<file path="config.mk">
export PLATFORM = sky130hd
export DESIGN_NAME = tape_player
export DESIGN_NICKNAME = d
export VERILOG_FILES = /design/src/rtl/tape_player.sv
export SDC_FILE = /design/constraint.sdc
export NUM_CORES = 1
export LEC_CHECK = 0
export BUFFER_PORTS_ARGS = -buffer_cell sky130_fd_sc_hd__buf_2
export CORE_MARGIN = 2
export CORE_UTILIZATION = 35
export DETAILED_ROUTE_END_ITERATION = 10
export PLACE_DENSITY_LB_ADDON = 0.1
export SKIP_CTS_REPAIR_TIMING = 1
export SLEW_MARGIN = 20
export SYNTH_ARGS = -nofsm -noshare
export SYNTH_HDL_FRONTEND = slang
export SYNTH_SLANG_ARGS = --single-unit
</file>
<file path="constraint.sdc">
create_clock -name clock -period 2.31 [get_ports clock]
set_input_delay 0 -clock clock [delete_from_list [all_inputs] [get_ports clock]]
set_output_delay 0 -clock clock [all_outputs]
set_load 0.1 [all_outputs]
</file>
<file path="src/rtl/tape_player.sv">
// tape_player: Lynx 1-bit tape waveform generator (leader, sync, data MSB-first, trailer).
// Optional motor gating is enabled with the TAPE_PLAYER_MOTOR_EN macro.
module tape_player #(
    parameter int         HALF0       = 200,
    parameter int         HALF1       = 100,
    parameter int         LEADER_BITS = 768,
    parameter logic [7:0] SYNC_BYTE   = 8'hA5,
    parameter int         TRAIL_BITS  = 16
) (
    input  logic       clock,
    input  logic       reset,
    input  logic       ce,
    input  logic       start,
    input  logic [7:0] byte_data,
    input  logic       byte_last,
    input  logic       byte_valid,
`ifdef TAPE_PLAYER_MOTOR_EN
    input  logic       motor,
`endif
    output logic       byte_ready,
    output logic       ear_out,
    output logic       busy,
    output logic       done,
    output logic       underrun
);
    localparam int HMAX = (HALF0 > HALF1) ? HALF0 : HALF1;
    localparam int HW   = $clog2(HMAX + 1);
    localparam int BMAX = (LEADER_BITS > TRAIL_BITS) ? ((LEADER_BITS > 8) ? LEADER_BITS : 8)
                                                     : ((TRAIL_BITS > 8) ? TRAIL_BITS : 8);
    localparam int BW   = $clog2(BMAX + 1);

    typedef enum logic [2:0] {IDLE, LEADER, SYNC, DATA, TRAIL, DONE} state_t;

    state_t          state_q, state_d;
    logic [HW-1:0]   half_q, half_d;
    logic            low_q, low_d;
    logic [BW-1:0]   bit_q, bit_d;
    logic [7:0]      shift_q, shift_d;
    logic            full_q, full_d;
    logic            last_q, last_d;
    logic            underrun_q, underrun_d;
    logic            motor_on, active, sending, cur_bit, half_end, bit_end, byte_end, xfer;
    logic [HW-1:0]   half_lim;

`ifdef TAPE_PLAYER_MOTOR_EN
    assign motor_on = motor;
`else
    assign motor_on = 1'b1;
`endif

    // In DATA the engine only runs while the shifter holds a byte; otherwise it waits at a boundary.
    assign active     = state_q inside {LEADER, SYNC, DATA, TRAIL};
    assign sending    = active && (state_q != DATA || full_q);
    assign cur_bit    = (state_q == SYNC) ? SYNC_BYTE[3'd7 - bit_q[2:0]]
                      : (state_q == DATA) ? shift_q[7] : 1'b0;
    assign half_lim   = cur_bit ? HW'(HALF1 - 1) : HW'(HALF0 - 1);
    assign half_end   = half_q == half_lim;
    assign bit_end    = sending && low_q && half_end;
    assign byte_end   = bit_q == BW'(7);
    assign byte_ready = state_q == DATA && motor_on && !last_q && (!full_q || (bit_end && byte_end));
    assign xfer       = ce && byte_ready && byte_valid;
    assign ear_out    = sending && motor_on && !low_q;
    assign busy       = state_q != IDLE;
    assign done       = state_q == DONE;
    assign underrun   = underrun_q;

    always_comb begin
        state_d    = state_q;
        half_d     = half_q;
        low_d      = low_q;
        bit_d      = bit_q;
        shift_d    = shift_q;
        full_d     = full_q;
        last_d     = last_q;
        underrun_d = underrun_q;
        if (ce) begin
            if (state_q == IDLE && start) begin
                state_d    = (LEADER_BITS == 0) ? SYNC : LEADER;
                half_d     = '0;
                low_d      = 1'b0;
                bit_d      = '0;
                full_d     = 1'b0;
                last_d     = 1'b0;
                underrun_d = 1'b0;
            end else if (state_q == DONE) begin
                state_d = IDLE;
            end else if (active && !motor_on) begin
                // restart the interrupted bit from its high half once the motor returns
                half_d = '0;
                low_d  = 1'b0;
            end else if (sending) begin
                half_d = half_end ? '0 : half_q + 1'b1;
                low_d  = low_q ^ half_end;
                if (bit_end) begin
                    bit_d = bit_q + 1'b1;
                    case (state_q)
                        LEADER: if (bit_q == BW'(LEADER_BITS - 1)) begin
                            state_d = SYNC;
                            bit_d   = '0;
                        end
                        SYNC: if (byte_end) begin
                            state_d = DATA;
                            bit_d   = '0;
                            full_d  = 1'b0;
                        end
                        DATA: begin
                            shift_d = {shift_q[6:0], 1'b0};
                            if (byte_end) begin
                                bit_d  = '0;
                                full_d = 1'b0;
                                if (last_q) state_d = (TRAIL_BITS == 0) ? DONE : TRAIL;
                            end
                        end
                        TRAIL: if (bit_q == BW'(TRAIL_BITS - 1)) state_d = DONE;
                        default: ;
                    endcase
                end
            end
            if (byte_ready && !byte_valid) underrun_d = 1'b1;
            if (xfer) begin
                shift_d = byte_data;
                last_d  = byte_last;
                full_d  = 1'b1;
                bit_d   = '0;
            end
        end
    end

    always_ff @(posedge clock or negedge reset) begin
        if (!reset) begin
            state_q    <= IDLE;
            half_q     <= '0;
            low_q      <= 1'b0;
            bit_q      <= '0;
            shift_q    <= '0;
            full_q     <= 1'b0;
            last_q     <= 1'b0;
            underrun_q <= 1'b0;
        end else begin
            state_q    <= state_d;
            half_q     <= half_d;
            low_q      <= low_d;
            bit_q      <= bit_d;
            shift_q    <= shift_d;
            full_q     <= full_d;
            last_q     <= last_d;
            underrun_q <= underrun_d;
        end
    end
endmodule

</file>
---- Word-level counts from Yosys, hierarchy flattened ----
Memory sizes are Yosys's and may differ from the RTL's.
Cells that the tools add are included.
word-level totals
  bits in read-only memories .............. 8
  bits of input ports ..................... 14
  memories kept ........................... 1
  output and inout bits ................... 5
  register bits ........................... 33
  word-level logic and storage cells ...... 119
memory list
  name              words  width  rd ports  clocked after memory_dff  write ports  line  source
  (name not given)  8      1      1         0                         0            54    assign cur_bit = (state_q == SYNC) ? SYNC_BYTE[3'd7 - bit_q[2:0]]
operators by class
  equality and inequality tests ........... 19
  reductions and logical operators ........ 41
  muxes and demuxes ....................... 45
  bitwise logic cells ..................... 1
  $add $sub $neg .......................... 3
  $lt $le $gt $ge ......................... 1
operator list
  operator               count
  $mux 8                 11
  $mux 10                7
  $mux 3                 9
  $reduce_bool 3->1      7
  $pmux 10 s2            1
  $mux 1                 16
  $ne 4x3->1 const B     3
  $pmux 3 s4             1
  $reduce_and 6->1       2
  $reduce_bool 2->1      6
  $logic_and 1x1->1      11
  $add 10x1->10 const B  1
  $eq 10x10->1 const B   1
  $eq 10x3->1 const B    1
  $eq 10x4->1 const B    1
  $reduce_and 9->1       1
  $add 8x1->8 const B    1
  $eq 8x8->1             1
  $ne 4x2->1 const B     2
  $eq 3x2->1 const B     2
  $eq 3x3->1 const B     2
  $reduce_bool 6->1      1
  $logic_not 1->1        4
  $lt 3x4->1 const B     1
  14 further kinds       17

---- Depth between registers and ports, before layout ----
Gate-level depths: netlist (run 1).
  word-level depth ........................ 14
  gate-level depth with buffers ........... 8
  depth with buffers taken out ............ 7

---- Worst setup path before layout (run 1) ----
OpenSTA, ideal clock, no wires.
  path type ............................... reg2out
  from .................................... reg state_q[1]
  to ...................................... out ear_out
  required time ........................... 2310 ps
  arrival ................................. 2984 ps
  path buffers ............................ 2
  slack ................................... -674 ps
  cell stages (with the launch flop) ...... 6
  path through ............................ dfrtp_1 buf_4 or3_1 clkbuf_1 nand2_1 nor2_1
on the way
  longest elaborated chain between the ends .. 4
ends and longest elaborated chain
  item                                                          line    source
  start: declaration                                            34      state_t state_q, state_d;
  start signal: assignment                                      140     state_q <= state_d;
  $eq 3x1->1 (tied with other cells)                            52      assign active = state_q inside {LEADER, SYNC, DATA, TRAIL};
  $reduce_bool 4->1 / $logic_or 1x1->1 (equally long branches)  52, 53
  $logic_and 1x1->1 (*)                                         53      assign sending = active && (state_q != DATA || full_q);
  $logic_and 1x1->1 (*)                                         62      assign ear_out = sending && motor_on && !low_q;
  end: declaration                                              21      output logic ear_out,
Mark *: on every way between the ends. The rest lies on a longest branch, timed or not.

---- Worst setup path after layout (run 1) ----
  from .................................... reg bit_q[0]
  to ...................................... reg state_q[0]
on the way
  longest elaborated chain between the ends .. 9
ends and longest elaborated chain
  item                            line  source
  start: declaration              37    logic [BW-1:0] bit_q, bit_d;
  start signal: assignment        143   bit_q <= bit_d;
  $sub 3x3->3                     54
  $mem_v2 8x1                     --
  $mux 1 (not written as such)    54
  $mux 1                          54
  $mux 8                          56    assign half_lim = cur_bit ? HW'(HALF1 - 1) : HW'(HALF0 - 1);
  $eq 8x8->1                      57    assign half_end = half_q == half_lim;
  $logic_and 1x1->1               58    assign bit_end = sending && low_q && half_end;
  $reduce_bool 3->1 (no line)     --
  $reduce_and 9->1 (no line) (*)  --
Mark *: on every way between the ends. The rest lies on a longest branch, timed or not. The select of a mux whose other input is x is not followed.
A chain may end at the register's enable or synchronous reset.

==> metrics.csv, run 1 <==
stage,metric,value,unit
timing,finClkSkew,7.003,ps
global_route,grt_max_degree,34,
floorplanning,die_x,82.69,um
logic_synthesis,synthFlopType,dfrtp_1,
logic_synthesis,synth.most_common_cell,dfrtp_1,
pwr,ir_drop,358.7,uV
route,viasPerCell,5.496,
global_route,antenna_found_initial,0,
timing,setup_viol,0,
global_route,grt_pass1_vias,1903,
placement,place_ws,43.25,ps
hold_path,hp-class,input port to register,
route,vias,2072,
timing,setup_ws,37.71,ps
logic_synthesis,synth_seq_cells,33,
timing,fmax,0.4401,GHz
floorplanning,die_area,6837,um2
logic_synthesis,async_flop_share,100.0,%
final_layout,final_design_area_no_fill,2846,um2
clock_tree,cts_max_level,2,
clock_tree,path_clk_slew,80,ps
timing,relSlewSlack,48.92,%
placement,io_buffer_count,18,
critical_path,startpoint_type,register,
logic_synthesis,synth_top_area_share,38.11,%
timing,timing_hold_violations_final,0,
critical_path,path_cells,"xor2_1, o31ai_4, mux2i_2, nor4_1, mux2_1, a221o_1",
pwr,powerDensity,613.9,nW/um2
logic_synthesis,ys_warn_count,0,
route,totalWireLength,6.002,mm
route,drc_errors,0,
final_layout,drive_gt1_share,29.14,%
route,wl_per_cell,15.92,um
timing,hold_ws,69.97,ps
clock_tree,cts_inserted_buffers,5,
job,cap_violations,0,
critical_path,slowest_delay,470,ps
logic_synthesis,ys_top_cells_by_count,"33 x dfrtp_1, 24 x nand3_1, 21 x nand2_1",
global_route,gr-total-overflow,0,
logic_synthesis,synthCells,241,
logic_synthesis,synth.cell_area,2167,um2
logic_synthesis,synthTopCellsByArea,"dfrtp_1 38%, nand3_1 5.5%, nand2_1 3.6%",
floorplanning,rows,28,
logic_synthesis,synth_edf_count,0,
floorplanning,coreArea,5956,um2
pwr,p_leak,1.210,nW
route,ant_nets,0,
status,status,"complete, no violations",
logic_synthesis,netlist-cell-type-count,60,
global_route,grt_pass1_wl,9.611,mm
floorplanning,io_pins,19,
timing,finalCritPeriodShare,98.37,%
logic_synthesis,synth.avg_cell_area,8.992,um2
clock_tree,cts_tree,built,
critical_path,cp-end-kind,register,
logic_synthesis,seq_area_frac_synth,38.11,%
critical_path,crit_type,register to register,
placement,dp_hpwl,4.306,mm
critical_path,cp_slowest_cell,mux2i_2,
route,dr.first_iter.drc_count,156,
timing,period_needed,2272,ps
clock_tree,numClockSinks,33,
clock_tree,clk_latency,300,ps
final_layout,nNetsFinal,317,
logic_synthesis,synth_top_area_cell,dfrtp_1,
timing,rsz0062_at_grt,yes,
timing,tightestPinTransition,766.2,ps
clock_tree,cts_root_buf,clkbuf_8,
clock_tree,clock_path_buffers,2,
critical_path,worstPathRequired,2490,ps
floorplanning,initial_core_util,36.39,%
route,firstDrtPassIters,4,
timing,setup_tns,0,ps
critical_path,critPathArrivalTime,2460,ps
global_route,gr-usage-all-layers,18.87,%
placement,placed_area,2571,um2
logic_synthesis,syn-num-nets,257,
timing,maxSlewViolCount,0,
floorplanning,dieHeight,82.69,um
critical_path,worst-path-max-fanout,5,
final_layout,antennaDiodeCount,0,
placement,place.gp.congestion,0.7981,
final_layout,syn2layout_area_growth,31.35,%
final timing paths:
check / startpoint / to / slack, ps / cells past startpoint
max: bit_q[0] / state_q[0] / 40 / 6
min: byte_valid / underrun / 70 / 3
max reg2reg: bit_q[0] / state_q[0] / 40 / 6
min reg2reg: shift_q[0] / shift_q[0] / 520 / 2
max in group asynchronous: reset / bit_q[6] / 1510 / 2
min in group asynchronous: reset / half_q[2] / 310 / 2
metal layers:
layer | routed length [um] | share of wire [%] | track usage (%) | vias up
met1 | 2791 | 47 | 26.45 | 997
met4 | 87 | 1.4 | 6.721 | 0
met2 | 2908 | 48 | 28.79 | 37
li1 | - | - | - | 1031
met5 | 0 | 0 | 0 | -
met3 | 215 | 3.6 | 3.804 | 7
metrics by stage:
step / cells / total power, mW / utilization (%)
5_1_grt: 377 / 1.854 / 47.79
2_1_floorplan: 241 / 1.091 / -
6_report: 377 / 1.747 / 47.79
3_3_place_gp: 355 / 1.279 / 43.17
4_1_cts: 363 / 1.735 / 44.62
3_5_place_dp: 355 / 1.277 / 43.17
area by class of cell:
type	count	area (um2)
inverter	8	30.03
sequential	33	825.8
fill	601	3109
timing repair buffer	65	495.5
clock buffer	5	68.82
tap	75	93.84
clock inverter	3	17.52
multi-input combinational	188	1315
logic make-up (layout without fill, tap and decap cells):
| group | after synthesis | after routing | synth area share [%] |
|---|---|---|---|
| flops | 33 | 33 | 38.11 |
| fa+ha+maj | 2 | 2 | 1.155 |
| compound gates | 69 | 69 | 22.75 |
| mux | 7 | 7 | 3.579 |
| xor+xnor | 1 | 1 | 0.4042 |
| simple gates | 109 | 109 | 29.91 |
| buf+inv | 20 | 81 | 4.099 |
power by group:
group,switching [mW],internal [mW]
registers,0.0610,0.630
clock network,0.242,0.208
logic,0.371,0.234
total,0.674,1.07
worst max-delay path: cells and delay by family (launching register included):
family | cells | cell delay (ps)
simple gates | 1 | 140
mux | 2 | 790
compound gates | 2 | 570
xor+xnor | 1 | 220
flops | 1 | 440
placed cells by master, fill, tap and decap left out, types with 3 or more instances in the layout:
master         count
clkbuf_8           5
nor2b_1            6
inv_1              7
nand3b_1           3
a31oi_1            7
o211ai_1           7
dlygate4sd3_1     10
buf_4             36
or3_1              3
buf_2             17
nand3_1           24
dfrtp_1           33
mux2i_1            3
nand4_1            3
a22o_1             6
o21ai_0           15
and2_1             3
and3_1             5
a21oi_1            7
nor2_1            12
or4_1              3
o21ai_1            7
nand2_1           21
nor3_2             4
state kept, by name, summed over array words and instances (netlist names):
signal and cells:
shift_q 8, last_q 1, low_q 1, underrun 1
full_q 1, state_q 3, half_q 8, bit_q 10
(Power assumes the default switching activity.)
==> run 2: changes to the inputs <==
Settings changed: ABC_AREA set to 1.
==> metrics.csv, run 2 <==
stage,metric,value,unit
status,status,"complete, no violations",
route,wl_per_cell,13.29,um
logic_synthesis,synth_edf_count,0,
logic_synthesis,synth_top_area_share,39.47,%
hold_path,hold_end,underrun,
timing,maxSlewViolCount,0,
logic_synthesis,muxShareOfSynthArea,0.4785,%
floorplanning,io_pins,19,
global_route,gr-usage-all-layers,18.29,%
timing,hold_ws,80.55,ps
clock_tree,cts_inserted_buffers,5,
pwr,combPwrFrac,49.9,%
job,cap_violations,0,
pwr,p_switching,1.357,mW
logic_synthesis,ys_warn_count,0,
route,viasPerCell,4.925,
logic_synthesis,synth_xor_area_share,2.931,%
logic_synthesis,synth_compound_area_share,8.194,%
global_route,met2_usage,25.49,%
logic_synthesis,synthCells,289,
logic_synthesis,synth.avg_cell_area,7.239,um2
clock_tree,path_clk_slew,80,ps
floorplanning,dieHeight,81.31,um
critical_path,worstPathRequired,2490,ps
pwr,p_int,1.374,mW
logic_synthesis,synth.most_common_cell,nand2_1,
timing,timing_hold_violations_final,0,
logic_synthesis,synth_top_family_by_area,simple AND/OR/NAND/NOR gates,
pwr,power_frac_clock,16.6,%
logic_synthesis,synth-adder-area-share,1.196,%
pwr,ir_drop,823.7,uV
route,vias,2029,
logic_synthesis,synth_top_area_cell,dfrtp_1,
pwr,switching_share,49.68,%
clock_tree,cts_tree,built,
floorplanning,rows,28,
clock_tree,cts_max_level,2,
global_route,grt.busiest_layer,met1,
timing,setup_ws,201.3,ps
critical_path,rrSetupSlack,200,ps
logic_synthesis,syn-num-nets,305,
pwr,p_leak,1.300,nW
placement,dp_hpwl,4.065,mm
placement,io_buffer_count,18,
final_layout,max_flop_register,bit_q,
critical_path,r2r_end,shift_q[1],
final_layout,drive_gt1_share,18.99,%
route,ant_nets,0,
logic_synthesis,netlist-cell-type-count,35,
global_route,grt_pass1_vias,1849,
final_layout,nNetsFinal,352,
global_route,met1_usage,28.35,%
route,dr.first_iter.drc_count,104,
critical_path,worst-path-max-fanout,17,
floorplanning,die_x,81.31,um
pwr,total_power,2.731,mW
hold_path,min_from,ce,
critical_path,rr_startpoint,state_q[1],
logic_synthesis,seq_area_frac_synth,39.47,%
hold_path,hp-class,input port to register,
route,drc_errors,0,
pwr,seqPwrFrac,33.5,%
global_route,gr-total-overflow,0,
final_layout,layout_common_cells,"71 x nand2_1, 44 x nand3_1, 32 x nor2_1, 32 x dfrtp_1, 26 x inv_1",
placement,place_ws,165.2,ps
timing,rsz0062_at_grt,no,
logic_synthesis,yosys.area_share.simple,40.19,%
timing,fmax,0.4742,GHz
timing,finalCritPeriodShare,91.28,%
global_route,grt_pass1_wl,9.128,mm
final_layout,layout_commonest_cell,nand2_1,
critical_path,crit_type,register to register,
timing,finClkSkew,3.531,ps
critical_path,critPathLaunch,state_q[1],
logic_synthesis,synth.cell_area,2092,um2
floorplanning,initial_core_util,35.76,%
logic_synthesis,ys_top_cells_by_count,"71 x nand2_1, 44 x nand3_1, 33 x dfrtp_1, 33 x nor2_1, 26 x inv_1",
clock_tree,cts_root_buf,clkbuf_8,
critical_path,ff2ff_path_depth,12,
clock_tree,clock_path_buffers,2,
logic_synthesis,async_flop_share,100.0,%
critical_path,cp-end-kind,register,
logic_synthesis,synthFlopType,dfrtp_1,
logic_synthesis,synth_seq_cells,33,
final_layout,syn2layout_area_growth,22.97,%
timing,period_needed,2109,ps
timing,tightestPinTransition,779.5,ps
route,totalWireLength,5.477,mm
final_layout,biggestRegsByFlops,"bit_q: 10 flops, half_q: 8 flops, shift_q: 8 flops",
global_route,grt_max_degree,34,
floorplanning,die_area,6611,um2
floorplanning,coreArea,5851,um2
placement,place.gp.congestion,0.8698,
clock_tree,clk_latency,290,ps
route,firstDrtPassIters,4,
global_route,met3_usage,4.222,%
critical_path,critPathArrivalTime,2290,ps
logic_synthesis,synthTopCellsByArea,"dfrtp_1 39%, nand2_1 13%, nand3_1 11%",
final_layout,largest_reg_flops,10,
timing,setup_tns,0,ps
final_layout,antennaDiodeCount,0,
pwr,powerDensity,1062,nW/um2
timing,relSlewSlack,48.03,%
timing,setup_viol,0,
clock_tree,numClockSinks,33,
critical_path,startpoint_type,register,
hold_path,min_path_cells,3,
global_route,antenna_found_initial,0,
==> run 2: cell types whose count changed in the layout (fill, tap and decap cells not counted), moves of 7 or more <==
cell     previous run  this run
buf_4              36        16
nand4_1             3        14
nor2_1             12        32
o21ai_0            15         3
inv_2               0         7
nand2_1            21        71
inv_1               7        26
nand3_1            24        44
==> run 2: kinds of logic after synthesis <==
logic type                 Yosys count
DFF                                 33
AOI/OAI and AO/OA                   27
buffers and inverters               39
muxes                                1
and+or+nand+nor                    180
adders and majority gates            2
xor gates and xnor gates             7
==> run 2: layer usage <==
layer,share of wire [%],wire length [um],vias up
met2,42,2305,43
li1,-,-,1055
met3,4.5,244,5
met4,0.93,51,0
met5,0,0,-
met1,52,2875,926
==> run 2: stage by stage <==
step	cell area [um2]	utilization, %	instances
after global placement	2369	40.48	393
final	2572	43.97	412
after global routing	2572	43.97	412
after CTS	2455	41.96	401
after detailed placement	2369	40.48	393
after floorplan	2095	-	289
==> run 2: final cells by class <==
cell class	instances	area (um2)
clock inverters	3	17.52
multi-input cells	217	1111
fillers	619	3278
clock buffers	5	68.82
inverters	34	131.4
well taps	75	93.84
repair buffers	45	322.8
flip-flops and latches	33	827.0
==> run 2: how the worst max path moves through the flow <==
stage	depth (start not counted)	endpoint
2_1_floorplan	11	half_q[7]
5_1_grt	12	shift_q[3]
3_5_place_dp	12	shift_q[1]
4_1_cts	9	byte_ready
3_3_place_gp	11	shift_q[7]
6_report	12	shift_q[1]
==> run 2: power groups by stage <==
stage	Sequential (mW)	Clock [mW]	Combinational [mW]
3_5_place_dp	0.920	0	1.35
3_3_place_gp	0.921	0	1.34
4_1_cts	0.911	0.456	1.35
2_1_floorplan	0.937	0	0.960
6_report	0.916	0.453	1.36
5_1_grt	0.938	0.486	1.51
==> run 2: critical path: stages (launching register included) <==
cell and delay [ps]:
dfrtp_1 470, inv_2 90, nor2_4 140, nand2_2 100, o21ai_2 200, nor2_2 60
nand4_1 90, nand2_1 80, nand3_2 150, buf_4 250, clkinvlp_4 190, nand2_1 90
nand3_1 80
==> run 3: changes to the inputs <==
Settings changed: ABC_AREA 1 to not set, CAP_MARGIN set to 40, REMOVE_ABC_BUFFERS set to 1.
==> metrics.csv, run 3 (synthesis results as in run 1) <==
stage,metric,value,unit
clock_tree,clock_path_buffers,2,
final_layout,syn2layout_area_growth,33.66,%
pwr,p_switching,0.6574,mW
critical_path,critPathArrivalTime,2290,ps
critical_path,worst-path-max-fanout,4,
timing,period_needed,2293,ps
final_layout,drive_gt1_share,31.33,%
final_layout,fillers,589,
timing,tightestPinTransition,533.7,ps
floorplanning,dieHeight,82.69,um
global_route,grt_pass1_vias,1905,
timing,hold_ws,-29.06,ps
placement,place.gp.congestion,0.8239,
critical_path,critPathLaunch,bit_q[7],
critical_path,startpoint_type,register,
floorplanning,io_pins,19,
status,violations,hold timing,
status,status,"complete, but fails checks",
global_route,gr-usage-all-layers,18.16,%
pwr,power_frac_clock,28.1,%
timing,finalCritPeriodShare,99.28,%
critical_path,crit_end,byte_ready,
pwr,switching_share,37.19,%
timing,fmax,0.4360,GHz
final_layout,layout_common_cells,"34 x buf_4, 33 x dfrtp_1, 24 x nand3_1",
critical_path,rr_startpoint,half_q[0],
route,wl_per_cell,15.47,um
timing,setup_ws,16.53,ps
floorplanning,initial_core_util,36.39,%
floorplanning,coreArea,5956,um2
clock_tree,clk_latency,290,ps
route,vias,2061,
floorplanning,die_x,82.69,um
route,drc_errors,0,
final_layout,layout_commonest_cell,buf_4,
clock_tree,cts_max_level,2,
placement,io_buffer_count,18,
clock_tree,path_clk_slew,70,ps
critical_path,cp-end-kind,output port,
final_layout,biggestRegsByFlops,"bit_q: 10 flops, half_q: 8 flops, shift_q: 8 flops",
placement,placed_area,2510,um2
clock_tree,cts_tree,built,
global_route,antenna_found_initial,0,
placement,place_ws,-35.69,ps
timing,finClkSkew,5.358,ps
route,dr.first_iter.drc_count,125,
final_layout,fin_cells,375,
placement,dp_hpwl,4.124,mm
global_route,grt_max_degree,34,
final_layout,antennaDiodeCount,0,
global_route,grt_pass1_wl,9.439,mm
clock_tree,cts_inserted_buffers,5,
timing,maxSlewViolCount,0,
final_layout,largest_reg_flops,10,
critical_path,worstPathRequired,2310,ps
pwr,total_power,1.768,mW
route,totalWireLength,5.803,mm
critical_path,rrSetupSlack,40,ps
pwr,combPwrFrac,33.3,%
route,ant_nets,0,
timing,relSlewSlack,64.03,%
critical_path,r2r_end,bit_q[6],
final_layout,max_flop_register,bit_q,
final_layout,final_design_area_no_fill,2897,um2
global_route,gr-total-overflow,0,
critical_path,crit_type,register to output port,
clock_tree,numClockSinks,33,
pwr,p_leak,1.232,nW
route,viasPerCell,5.496,
timing,setup_viol,0,
pwr,ir_drop,335.8,uV
final_layout,final_util,48.63,%
hold_path,hp-class,input port to register,
floorplanning,rows,28,
floorplanning,die_area,6837,um2
final_layout,nNetsFinal,315,
route,firstDrtPassIters,4,
pwr,seqPwrFrac,38.6,%
timing,setup_tns,0,ps
timing,rsz0062_at_grt,yes,
job,cap_violations,0,
timing,timing_hold_violations_final,2,
clock_tree,cts_root_buf,clkbuf_8,
pwr,powerDensity,610.3,nW/um2
critical_path,ff2ff_path_depth,8,
placement,placedCellCount,349,
pwr,p_int,1.110,mW
## run 3: cell types whose count changed in the layout (fill, tap and decap cells not counted), sizes merged, moves of 6 or more
cell	change
nor2b	+6
and3	+6
o21ai	+13
nand4	-12
o211ai	+6
nand3	-21
inv	-26
nor2	-24
nand2	-51
buf	+22
a22o	+6
## run 3: final cells by class
type	instances	area [um2]	share of cell area (%)
clock buffers	7	96.34	3.326
clock inverters	1	5.005	0.1728
inverters	8	30.03	1.037
multi-input cells	188	1354	46.74
flip-flops and latches	33	825.8	28.51
well taps	75	93.84	3.240
repair buffers	63	491.7	16.98
## run 3: worst min path at each step
stage | from | end | slack [ps] | cells past startpoint
finish | byte_data[7] | shift_q[7] | -30 | 3
global route | byte_data[7] | shift_q[7] | -5 | 3
CTS | reset | bit_q[8] | -190 | 1
detailed placement | reset | shift_q[3] | 130 | 1
global placement | reset | shift_q[3] | 120 | 1
floorplan | reset | bit_q[0] | -300 | 0
## run 3: critical path, cell delays in order (launching register included)
cell,delay [ps]
dfrtp_1,420
or4_4,550
or3_4,410
o31ai_4,220
and3_4,230
buf_12,170
## run 3: per-layer routing
layer	GRT usage (%)	vias to the layer above	wire length [um]
li1	-	1029	-
met1	25.43	998	2815
met2	28.71	31	2779
met3	3.261	3	180
met4	4.918	0	28
met5	0	-	0
## run 3: power groups by stage
stage | clock network, mW | logic (mW) | registers [mW]
finish | 0.497 | 0.589 | 0.682
global route | 0.543 | 0.636 | 0.692
CTS | 0.512 | 0.566 | 0.678
global placement | 0 | 0.566 | 0.691
detailed placement | 0 | 0.565 | 0.688
floorplan | 0 | 0.353 | 0.709
